<file path="src/rtl/or1200_wb_writer_pkg.sv">
// Shared constants and types for the OR1200 write-back writer.
// These are the result source-select encodings, the link offset and the WB FSM state type.
package or1200_wb_writer_pkg;

    localparam logic [2:0] SEL_ALU  = 3'd0;
    localparam logic [2:0] SEL_LSU  = 3'd1;
    localparam logic [2:0] SEL_SPRS = 3'd2;
    localparam logic [2:0] SEL_LINK = 3'd3;
    localparam logic [2:0] SEL_MAC  = 3'd4;

    // A link result is the address of the instruction after the delay slot.
    localparam logic [31:0] LINK_OFFSET = 32'd8;

    typedef enum logic [1:0] {
        WB_IDLE  = 2'd0,
        WB_WRITE = 2'd1,
        WB_HELD  = 2'd2
    } wb_state_t;

endpackage

</file>
<file path="src/rtl/or1200_wb_writer_srcmux.sv">
// EX result source selector (module or1200_wb_srcmux), purely combinational.
// Define OR1200_WB_MAC_SEL_EN to enable the MAC result source; otherwise source 4 decodes as ALU.
module or1200_wb_srcmux
    import or1200_wb_writer_pkg::*;
#(
    parameter int width = 32
) (
    input  logic [2:0]       sel,
    input  logic [width-1:0] alu_dataout,
    input  logic [width-1:0] lsu_dataout,
    input  logic [width-1:0] sprs_dataout,
    input  logic [width-1:0] mac_dataout,
    input  logic [31:0]      ex_pc,
    output logic [width-1:0] ex_forw
);

    logic [31:0] link_addr;

    assign link_addr = ex_pc + LINK_OFFSET;

    always_comb begin
        ex_forw = alu_dataout;
        case (sel)
            SEL_ALU:  ex_forw = alu_dataout;
            SEL_LSU:  ex_forw = lsu_dataout;
            SEL_SPRS: ex_forw = sprs_dataout;
            SEL_LINK: ex_forw = width'(link_addr);
`ifdef OR1200_WB_MAC_SEL_EN
            SEL_MAC:  ex_forw = mac_dataout;
`endif
            default:  ex_forw = alu_dataout;
        endcase
    end

`ifndef OR1200_WB_MAC_SEL_EN
    // MAC result is deliberately dropped in this build.
    logic unused_mac;
    assign unused_mac = ^mac_dataout;
`endif

endmodule

</file>
<file path="src/rtl/or1200_wb_writer.sv">
// OR1200 write-back stage: WB result register plus an FSM that issues exactly one register-file write per instruction.
// Build option OR1200_WB_MAC_SEL_EN (see or1200_wb_srcmux) enables the MAC result source.
module or1200_wb_writer
    import or1200_wb_writer_pkg::*;
#(
    parameter int width = 32
) (
    input  logic             clk,
    input  logic             rst,
    input  logic             ex_freeze,
    input  logic             wb_freeze,
    input  logic [3:0]       rfwb_op,
    input  logic [4:0]       rf_addrw_ex,
    input  logic [width-1:0] alu_dataout,
    input  logic [width-1:0] lsu_dataout,
    input  logic [width-1:0] sprs_dataout,
    input  logic [width-1:0] mac_dataout,
    input  logic [31:0]      ex_pc,
    output logic [width-1:0] ex_forw,
    output logic [width-1:0] wb_forw,
    output logic             rf_we,
    output logic [4:0]       rf_addrw,
    output logic [width-1:0] rf_dataw,
    output logic             wb_valid
);

    wb_state_t state, state_next;
    logic      capture_valid;

    or1200_wb_srcmux #(.width(width)) u_srcmux (
        .sel          (rfwb_op[3:1]),
        .alu_dataout  (alu_dataout),
        .lsu_dataout  (lsu_dataout),
        .sprs_dataout (sprs_dataout),
        .mac_dataout  (mac_dataout),
        .ex_pc        (ex_pc),
        .ex_forw      (ex_forw)
    );

    always_ff @(posedge clk or negedge rst) begin
        if (!rst) begin
            wb_forw  <= '0;
            rf_addrw <= '0;
            state    <= WB_IDLE;
        end else begin
            if (!wb_freeze && !ex_freeze) begin
                wb_forw  <= ex_forw;
                rf_addrw <= rf_addrw_ex;
            end
            state <= state_next;
        end
    end

    // A frozen EX stage injects a bubble; a frozen WB stage keeps whatever is there.
    always_comb begin
        capture_valid = !ex_freeze && rfwb_op[0];
        state_next    = state;
        if (!wb_freeze)
            state_next = capture_valid ? WB_WRITE : WB_IDLE;
        else if (state == WB_WRITE)
            state_next = WB_HELD;
    end

    assign wb_valid = (state != WB_IDLE);
    assign rf_we    = (state == WB_WRITE) && (rf_addrw != 5'd0);
    assign rf_dataw = wb_forw;

endmodule
</file>
<file path="config.mk">
export PLATFORM = sky130hd
export DESIGN_NAME = or1200_wb_writer
export DESIGN_NICKNAME = d
export VERILOG_FILES = /design/src/rtl/or1200_wb_writer_pkg.sv /design/src/rtl/or1200_wb_writer_srcmux.sv /design/src/rtl/or1200_wb_writer.sv
export SDC_FILE = /design/constraint.sdc
export NUM_CORES = 1
export LEC_CHECK = 0
export ABC_CLOCK_PERIOD_IN_PS = 3490
export BUFFER_PORTS_ARGS = -buffer_cell sky130_fd_sc_hd__buf_2
export CAP_MARGIN = 20
export CORE_AREA = 2 2 106 108
export CTS_CLUSTER_SIZE = 25
export DETAILED_ROUTE_END_ITERATION = 10
export DIE_AREA = 0 0 108 110
export GPL_ROUTABILITY_DRIVEN = 1
export GPL_TIMING_DRIVEN = 0
export PLACE_DENSITY_LB_ADDON = 0.05
export SLEW_MARGIN = 10
export SYNTH_ARGS = -nofsm -noshare
export SYNTH_HDL_FRONTEND = slang
export SYNTH_SLANG_ARGS = --single-unit
</file>
<file path="constraint.sdc">
create_clock -name clk -period 3.49 [get_ports clk]
set_clock_uncertainty 0.05 [all_clocks]
set_input_delay 0.698 -clock clk [delete_from_list [all_inputs] [get_ports clk]]
set_output_delay 0.698 -clock clk [all_outputs]
set_load 0.05 [all_outputs]
</file>
==> impl_metrics.toml <==
[clock_network]
cts_max_level = 2
cts_inserted_buffers = 5
cts.sinks = 39
clk_path_buf_depth = 2
cts_root_buf = "clkbuf_8"
clk_pin_slew_ns = 0.09
hold_buffers = 0
insertion_delay_ns = 0.30
cts_tree = "done"

[global_route]
grt_pass1_wl_mm = 24.2
antenna_found_initial = 0
grt_pass1_vias = 4658
grt_use_total_pct = 26.6
grt_max_degree = 40
grt-ovfl-total = 0

[floorplan]
die_w_um = 108
num_rows = 38
start_util_pct = 34.6
die_h_um = 110
io_pins = 276
coreArea_um2 = 10700
die_area_um2 = 11900

[flow_run]
maxCapViolations = 0

[detailed_routing]
drtAntennaViolNets = 0
wl_mm = 16.3
drc_errors = 0
dr.pass1.iters = 5
vias_per_cell = 5.32
drt_iter0_drc = 324
dr_total_vias = 4721
routedWlPerCell_um = 18.4

[layout]
fin_cells = 888
drive_gt1_share_pct = 44.8
antenna_cells = 0
final_util_pct = 49.2
area_growth_pct = 42.1
nets = 921
fillers = 1130

[sta]
finalCritPeriodShare_pct = 99.1
finalMaxSlewViolations = 0
tightest_slew_ns = 1.00
hold_viol = 0
setup-violations-final = 0
rsz0062_at_grt = "false"
setup_tns_ns = 0
max_freq_mhz = 289
finalCriticalPeriod_ns = 3.46
slew_headroom_pct = 33.2
setup_slack_ns = 0.0308

[logic_synthesis]
synth_nets = 670
synth_flop_cell = "dfrtp_1"
ys_seq_area_share_pct = 26.4
yosys_warnings = 0
yosys.area.top_type_share_pct = 26.4
synth.distinct_cells = 57
synth_top_area_cell = "dfrtp_1"
syn-cell-area_um2 = 3700
async_flop_share_pct = 100
synth_cells = 496
synth_edf_count = 0
avgSynthCellArea_um2 = 7.47
synth-seq-cells = 39
synthTopCellsByArea = "dfrtp_1 26%, a21oi_1 6.8%, buf_4 6.5%"

[worst_setup_path]
start_kind = "input pin"
setup.worst_path.end_class = "primary output"
worstPathArrival_ns = 2.71
crit_required_ns = 2.74
worst-path-max-fanout = 7
criticalPathCategory = "in2out"

[pwr]
p_seq_share_pct = 26.0
swShare_pct = 53.5
powerDensity_nw_per_um2 = 429
power.net_switching_mw = 1.21
comb_power_share_pct = 59.3
fin_total_pwr_mw = 2.26
p_int_mw = 1.05
vdd_drop_max_uv = 341
p_leak_nw = 2.49
p_clk_share_pct = 14.7

[placement]
gp_congestion = 0.847
dp_hpwl_mm = 13.2
place_ws_ns = -0.267
placed_cells = 877
port_buffers = 241

[min_path]
min_path_type = "reg2reg"

[run_status]
status = "finished clean"
power groups by stage:
stage	Clock (mW)	Sequential, mW	Combinational, mW
2_1_floorplan	0	0.841	0.718
3_3_place_gp	0	0.591	1.33
3_5_place_dp	0	0.596	1.33
4_1_cts	0.345	0.587	1.34
5_1_grt	0.358	0.597	1.42
6_report	0.332	0.587	1.34
final timing paths:
path | from | to | slack (ns) | depth (start not counted)
max | ex_pc[5] | ex_forw[22] | 0.03 | 7
min in group asynchronous | rst | rf_addrw[0] | 0.51 | 1
min reg2reg | rf_addrw[0] | rf_addrw[0] | 0.46 | 2
min | rf_addrw[0] | rf_addrw[0] | 0.46 | 2
max reg2reg | state[0] | state[1] | 2.48 | 2
max in group asynchronous | rst | rf_dataw[11] | 2.27 | 1
layout make-up:
cell class                 instances  area (um2)  share of cell area, %
clock buffer                       5        68.8                   1.31
inverter                          17        63.8                   1.21
tap                              140         175                   3.33
timing repair buffer             245        1240                   23.7
sequential                        39         976                   18.5
buffer                            61         362                   6.87
multi-input combinational        378        2350                   44.7
clock inverter                     3        20.0                  0.380
repair_timing:
action	4_1_cts	5_1_grt
setup endpoints to repair	12	13
pin swaps	0	1
setup buffers	0	4
gates resized for setup	12	13
layer usage:
| metal | GRT usage [%] | up-vias | wire, um |
|---|---|---|---|
| li1 | - | 2268 | - |
| met3 | 4.88 | 20 | 1050 |
| met4 | 7.78 | 0 | 292 |
| met2 | 48.2 | 199 | 8250 |
| met5 | 0 | - | 0 |
| met1 | 32.2 | 2234 | 6730 |
flip-flops by register name, indices dropped and copies added (netlist names):
name	cells
state	2
rf_addrw	5
rf_dataw	32
critical path, stage by stage:
cell and delay (ns):
buf_2 0.21, nand3_4 0.14, or4_4 0.55, or3_2 0.44
a21oi_2 0.23, o32a_1 0.18, buf_2 0.27
stage by stage:
step                cell area [um2]  hold slack, ns
global route                   5260           0.505
finish                         5260           0.460
detailed placement             5080           0.443
global placement               5080           0.424
floorplan                      3700           0.352
CTS                            5210           0.466
cell usage after synthesis (all sizes together), types with 5 or more instances:
library cell / n
mux2i: 5
o21ai: 25
nor2: 50
dfrtp: 39
nor4: 13
or3: 9
clkbuf: 26
nand3: 11
buf: 36
nor3: 18
nand2b: 17
mux2: 21
a22oi: 9
o31a: 5
nand2: 40
a31oi: 8
inv: 17
and3: 5
nand4: 9
nor2b: 24
a21oi: 50
or4: 6
o32a: 9
cell usage in the layout (no fill, tap or decap), types with 4 or more instances in the layout:
master / n
nor4_1: 12
o32a_1: 7
o31a_1: 5
or4_1: 4
a22oi_1: 9
or3_1: 7
mux2_2: 21
clkbuf_2: 6
a21oi_1: 47
o21ai_0: 25
nor2_1: 50
dfrtp_1: 39
buf_4: 37
buf_2: 243
clkbuf_1: 19
o21a_1: 4
mux2i_1: 5
nor3_1: 17
inv_1: 17
nand2_1: 40
o31ai_1: 4
a31oi_1: 8
nand3_1: 10
clkbuf_8: 5
nor2b_1: 24
nand4_1: 8
nand2b_1: 16
and3_1: 5
kinds of logic after synthesis:
logic type      synth area share [%]
flops                           26.4
compound gates                  22.9
mux                             7.74
xor+xnor                       0.946
buf+inv                         11.4
simple gates                    30.4
fa+ha+maj                      0.338
No activity file was read; power rests on OpenSTA's default activity.
